**src/rtl/mm_result_buffer.sv**
```systemverilog
// mm_result_buffer: capture DIM*DIM signed MAC results, then stream them out (optionally transposed) over valid/ready.
// Ports: clk/reset (sync, active-high); wr_en/wr_data fill side; restart starts a new fill;
// rd_valid/rd_ready/rd_data/rd_index drain side; count/full/drain_done status; err_overflow/err_short sticky errors.
module mm_result_buffer #(
  parameter int DATA_W = 19,
  parameter int DIM = 8,
  parameter int TRANSPOSE = 1,
  localparam int DEPTH = DIM * DIM,
  localparam int AW = $clog2(DEPTH)
) (
  input  logic                     clk,
  input  logic                     reset,
  input  logic                     wr_en,
  input  logic signed [DATA_W-1:0] wr_data,
  input  logic                     restart,
  output logic                     rd_valid,
  input  logic                     rd_ready,
  output logic signed [DATA_W-1:0] rd_data,
  output logic [AW-1:0]            rd_index,
  output logic [AW:0]              count,
  output logic                     full,
  output logic                     drain_done,
  output logic                     err_overflow,
  output logic                     err_short
);
  typedef enum logic [1:0] {FILL, DRAIN, DONE} state_t;
  localparam logic [AW:0] LAST_WR = (AW+1)'(DEPTH - 1);
  localparam logic [AW:0] DEPTH_C = (AW+1)'(DEPTH);
  localparam logic [AW-1:0] LAST_RD = AW'(DEPTH - 1);
  state_t state;
  logic [DATA_W-1:0] mem [DEPTH];
  logic restart_q;
  logic [AW:0] ld_idx;
  logic [AW-1:0] ld_pos, src;
  logic restart_edge, do_wr, load, xfer;
  // Arrival is column-major, so the transposed address turns readout into row-major order.
  always_comb begin
    ld_pos = ld_idx[AW-1:0];
    src = TRANSPOSE != 0 ? AW'((int'(ld_pos) % DIM) * DIM + int'(ld_pos) / DIM) : ld_pos;
    restart_edge = restart && !restart_q;
    do_wr = state == FILL && wr_en && !restart_edge;
    xfer = rd_valid && rd_ready;
    load = state == DRAIN && ld_idx < DEPTH_C && (!rd_valid || rd_ready);
  end
  always_ff @(posedge clk)
    if (do_wr) mem[count[AW-1:0]] <= wr_data;
  always_ff @(posedge clk) begin
    if (reset) begin
      state <= FILL;
      restart_q <= 1'b0;
      ld_idx <= '0;
      count <= '0;
      full <= 1'b0;
      drain_done <= 1'b0;
      rd_valid <= 1'b0;
      rd_data <= '0;
      rd_index <= '0;
      err_overflow <= 1'b0;
      err_short <= 1'b0;
    end else begin
      restart_q <= restart;
      if (wr_en && state != FILL) err_overflow <= 1'b1;
      if (restart_edge) begin
        if (state == DRAIN) err_short <= 1'b1;
        state <= FILL;
        ld_idx <= '0;
        count <= '0;
        full <= 1'b0;
        drain_done <= 1'b0;
        rd_valid <= 1'b0;
      end else if (do_wr) begin
        count <= count + 1'b1;
        if (count == LAST_WR) begin
          full <= 1'b1;
          state <= DRAIN;
        end
      end else if (state == DRAIN) begin
        if (load) begin
          rd_valid <= 1'b1;
          rd_data <= mem[src];
          rd_index <= ld_pos;
          ld_idx <= ld_idx + 1'b1;
        end else if (xfer) begin
          rd_valid <= 1'b0;
          if (rd_index == LAST_RD) begin
            drain_done <= 1'b1;
            state <= DONE;
          end
        end
      end
    end
  end
endmodule
```
**config.mk**
```make
export PLATFORM = sky130hd
export DESIGN_NAME = mm_result_buffer
export DESIGN_NICKNAME = d
export VERILOG_FILES = /design/src/rtl/mm_result_buffer.sv
export SDC_FILE = /design/constraint.sdc
export NUM_CORES = 1
export LEC_CHECK = 0
export BUFFER_PORTS_ARGS = -buffer_cell sky130_fd_sc_hd__buf_2
export CAP_MARGIN = 10
export CORE_MARGIN = 2
export CORE_UTILIZATION = 49
export DETAILED_ROUTE_END_ITERATION = 16
export SYNTH_ARGS = -nofsm -noshare
export SYNTH_HDL_FRONTEND = slang
export SYNTH_SLANG_ARGS = --single-unit
```
**constraint.sdc**
```tcl
create_clock -name clk -period 8.21 [get_ports clk]
set_clock_uncertainty 0.05 [all_clocks]
set_input_delay 0.821 -clock clk [delete_from_list [all_inputs] [get_ports clk]]
set_output_delay 0.821 -clock clk [all_outputs]
set_load 0.03 [all_outputs]
```
== Word-level counts from Yosys, hierarchy flattened ==
Memories as Yosys holds them, arrays and structs flattened. A register that Yosys moved wholly into a read port is not among the register bits.
Index checks and enable logic that the tools add are counted.
Cells by class
  bitwise gates (word level): 3
  add/sub/neg operators: 3
  equality and inequality tests: 5
  shifts and indexed selects: 0
  mux-type cells: 10
  multipliers: 0
  div/mod/pow operators: 0
  $lt $le $gt $ge: 1
  reductions and logical operators: 25
Operator list (number)
  7-bit by 1-bit adder with 7-bit output, second input constant: 2
  2-bit two-way mux: 6
  5-bit AND reduction: 2
  2-bit nonzero test: 5
  7-bit by 6-bit equality test with 1-bit output, second input constant: 1
  1-bit logical AND: 7
  7-bit < comparator, second input constant: 1
  6-bit by 3-bit adder with 6-bit output: 1
  6-bit equality test, second input constant: 1
  3-bit AND reduction: 2
  1-bit two-way mux: 4
  2-bit AND reduction: 2
  4-bit AND reduction: 1
  1-bit zero test: 3
  1-bit NOT: 3
  2-bit by 1-bit equality test with 1-bit output, second input constant: 1
  2-bit zero test: 1
  2-bit by 1-bit != test with 1-bit output, second input constant: 1
  2-bit != test, second input constant: 1
  2-bit OR reduction: 1
  1-bit logical OR: 1
Word-level totals
  memory bits (writable): 1216
  ROM bits: 0
  register bits: 28
  output and inout bits: 37
  logic and storage cells: 58
  bits in latches: 0
  memories: 1
Memories
  mem: words 64, width 19, read ports 1, clocked after memory_dff 1, wr ports 1, RTL line 31  | logic [DATA_W-1:0] mem [DEPTH];

== Depth between registers and ports, before layout ==
  depth after elaboration: 6
  gate-level depth with buffers: 10
  depth with buffers taken out: 5

== Worst setup path before layout ==
No wires, ideal clock.
  path type: input to register
  start point: input wr_en
  end point: memory mem[56][0] (enable)
  stages on the path: 6
  path buffers: 1
  arrival: 2.773 ns
  slack: 4.992 ns
  cell sequence: nor3b_1 -> and2_1 -> buf_2 -> nor2b_1 -> nand2_1 -> nor2_1
On the way
  longest elaborated chain between the ends: 4
Ends and longest elaborated chain
  start, declared: RTL line 13  | input logic wr_en,
  1-bit logical AND (2 in series): RTL line 41  | do_wr = state == FILL && wr_en && !restart_edge;
  1-bit two-way mux: RTL line 46  | if (do_wr) mem[count[AW-1:0]] <= wr_data;
  1-bit two-way mux (not written as such): RTL line 46
  end, declared: RTL line 31
Every way passes these cells.

== Worst setup path in the final report ==
  start point: register state[1]
  end point: memory mem[29][12] (enable)
On the way
  longest elaborated chain between the ends: 5
Ends and longest elaborated chain
  start, declared: RTL line 30  | state_t state;
  start signal, assigned: RTL line 49  | state <= FILL;
  start signal, assigned: RTL line 65  | state <= FILL;
  start signal, assigned: RTL line 75  | state <= DRAIN;
  2-bit zero test: RTL line 41
  1-bit logical AND (2 in series): RTL line 41
  1-bit two-way mux: RTL line 46
  1-bit two-way mux (not written as such): RTL line 46
Every way passes these cells.

==> results_dict.tcl <==
set metrics [dict create \
    endpoint_kind "flop" \
    gp_congestion 0.883 \
    drt_iter0_markers 3124 \
    first_pass_iters 6 \
    r2r-end "mem[29][12]$_DFFE_PP_" \
    synth_cell_types 63 \
    clock_sinks 1263 \
    vias_per_cell 6.23 \
    critical_path_arrival_ps 4420 \
    ctsResizeCount 0 \
    grt_usage_pct 24.7 \
    tightest_slew_ps 1280 \
    path_clk_slew_ps 60 \
    grt_pass1_vias 23900 \
    vdd.ir_drop.worst_v 0.000191 \
    layout.nets 2453 \
    status "finished, final reports clean" \
    p_leak_nw 16.2 \
    maxCapViolCount 0 \
    numCtsBuffers 132 \
    rows 115 \
    holdWs_ps 279 \
    path_max_fanout 19 \
    root_buffer "clkbuf_16" \
    wire_per_inst_um 32.6 \
    fin_crit_sh_pct 50.3 \
    cts_buffer_depth 3 \
    design.core.area_um2 98400 \
    rsz0062_at_grt "no" \
    synth-async-reset-ratio_pct 0 \
    drv_slew 0 \
    ctsHoldBuffers 0 \
    placement.io_buffers 60 \
    layout-drive-gt1-share_pct 24.4 \
    synthCells 2331 \
    syn_area_um2 48700 \
    synth_edf_count 1216 \
    grt_max_degree 132 \
    io_pins 61 \
    synth_nets 2357 \
    max_slew_margin_pct 14.6 \
    synth_seq_area_share_pct 76.9 \
    routed_wl_um 124000 \
    period_minus_slack_ps 4130 \
    post_cts_buffers 0 \
    start_kind "flop" \
    antenna_found_initial 0 \
    cellPowerDensity_nw_per_um2 241 \
    route.detailed.drc 0 \
    path_class "flop to flop" \
    final_antenna_net_count 0 \
    hold_class "primary input to flop" \
    crit_start "state[1]$_SDFFE_PP0P_" \
    cp-endpoint "mem[29][12]$_DFFE_PP_" \
    r2r-start "state[1]$_SDFFE_PP0P_" \
    cts_tree "yes" \
    die-height_um 319 \
    hpwl_um 71400 \
    hold_violations 0 \
    vias 23800 \
    r2r_slack_ps 4080 \
    grt_pass1_wl_um 177000 \
    fp.dieW_um 319 \
    yosys_warnings 0 \
    worst_skew_pair.late_latency_ps 740 \
    fmax_ghz 0.242 \
    setup_viol 0 \
    tns_ps 0 \
    required_ps 8500 \
    ys_ff_latch 1263 \
    area_growth_pct 11.8 \
    r2r_cells 4 \
    avgSynthCellArea_um2 20.9 \
    start_util_pct 49.5 \
    grt_overflow 0 \
    synthFlopType "edfxtp_1" \
    htreeDepth 4 \
    die-area_um2 102000 \
]
layout make-up:
cell class,instances,area (um^2)
fill,7363,44000
sequential,1263,37500
multi-input combinational,932,10500
clock buffer,165,3560
tap,1287,1610
clock inverter,72,683
timing repair buffer,95,623
inverter,3,11.3
antenna,1,2.50
per-stage QoR:
step	utilization (%)	setup slack [ps]	cell area, um^2	power (mW)	std cells
after CTS	55.3	4080	54400	13.2	3816
after detailed placement	51.0	3550	50200	7.40	3579
after floorplan	-	4990	48700	7.23	2331
after global routing	55.3	3930	54400	13.5	3817
after global placement	51.0	3610	50200	7.39	3579
final	55.3	4080	54400	13.1	3818
Yosys cell counts, types with 23 or more instances:
cell type	count	share of area, %
edfxtp_1	1216	75
mux4_2	253	12
nor2_1	130	1.0
mux2i_1	107	2.2
a211oi_1	55	0.85
nor2b_1	52	0.67
a21oi_1	51	0.52
dfxtp_1	47	1.9
a22oi_1	37	0.57
buf_2	35	0.36
nand2_1	32	0.25
clkbuf_1	31	0.24
nor4_1	31	0.40
buf_4	29	0.45
o21ai_0	23	0.24
worst max-delay path, cell delays in order, from the launching register on:
cell and delay [ps]:
dfxtp_1 350, nor3b_1 500, and2_1 520, nand3_1 1030
nor2_2 1270
state kept, by name (all words and copies together) (netlist names):
register,flops
count,7
ld_idx,7
restart_q,1
rd_valid,1
rd_data,19
rd_index,6
drain_done,1
err_overflow,1
mem,1216
full,1
state,2
err_short,1
cell families (layout without fill, tap and decap cells):
logic type               count (synthesis)  after routing  share of synthesized area, %
adder cells (fa/ha/maj)                  2              2                        0.0514
XOR/XNOR                                 9              9                         0.162
AO/OA/AOI/OAI                          251            251                          3.63
multiplexers                           368            368                          14.2
flip-flops                            1263           1263                          76.9
buffers and inverters                  136            335                          1.90
other                                    0              1                             0
AND/OR/NAND/NOR                        302            302                          3.08
report_power, final:
group / internal (mW) / total [mW] / switching [mW]
registers: 7.07 / 7.07 / 0.00470
logic: 0.0223 / 0.190 / 0.168
clock network: 3.43 / 5.88 / 2.45
cells in the final DEF (no fill, tap or decap), types with 26 or more instances in the layout:
cell type and count:
buf_2 59, nor2_1 65, clkbuf_16 136, nor2b_1 52
a21oi_1 51, nor2_2 66, clkinv_1 26, a22oi_1 37
nor4_1 31, nand2_1 32, mux2i_1 107, mux4_2 253
buf_4 31, edfxtp_1 1216, dfxtp_1 42, a211oi_1 55
metal layers:
layer  track usage (%)  up-vias  part of all wire (%)
met4              9.04        0                   3.5
li1                  -     9914                     -
met2              38.7     1033                    48
met5                 0        -                     0
met1              34.8    12600                    41
met3              5.01      205                   7.9
how the worst min path moves through the flow:
stage                              startpoint  slack, ps  cells after the start                   endpoint
finish                                restart        280                      2       restart_q$_SDFF_PP0_
global route                          restart        260                      2       restart_q$_SDFF_PP0_
CTS                                   restart        250                      2       restart_q$_SDFF_PP0_
detailed placement  err_overflow$_SDFFE_PP0P_        390                      2  err_overflow$_SDFFE_PP0P_
global placement    err_overflow$_SDFFE_PP0P_        390                      2  err_overflow$_SDFFE_PP0P_
floorplan              ld_idx[6]$_SDFFE_PP0P_        410                      1     ld_idx[6]$_SDFFE_PP0P_
(Power assumes the default switching activity.)
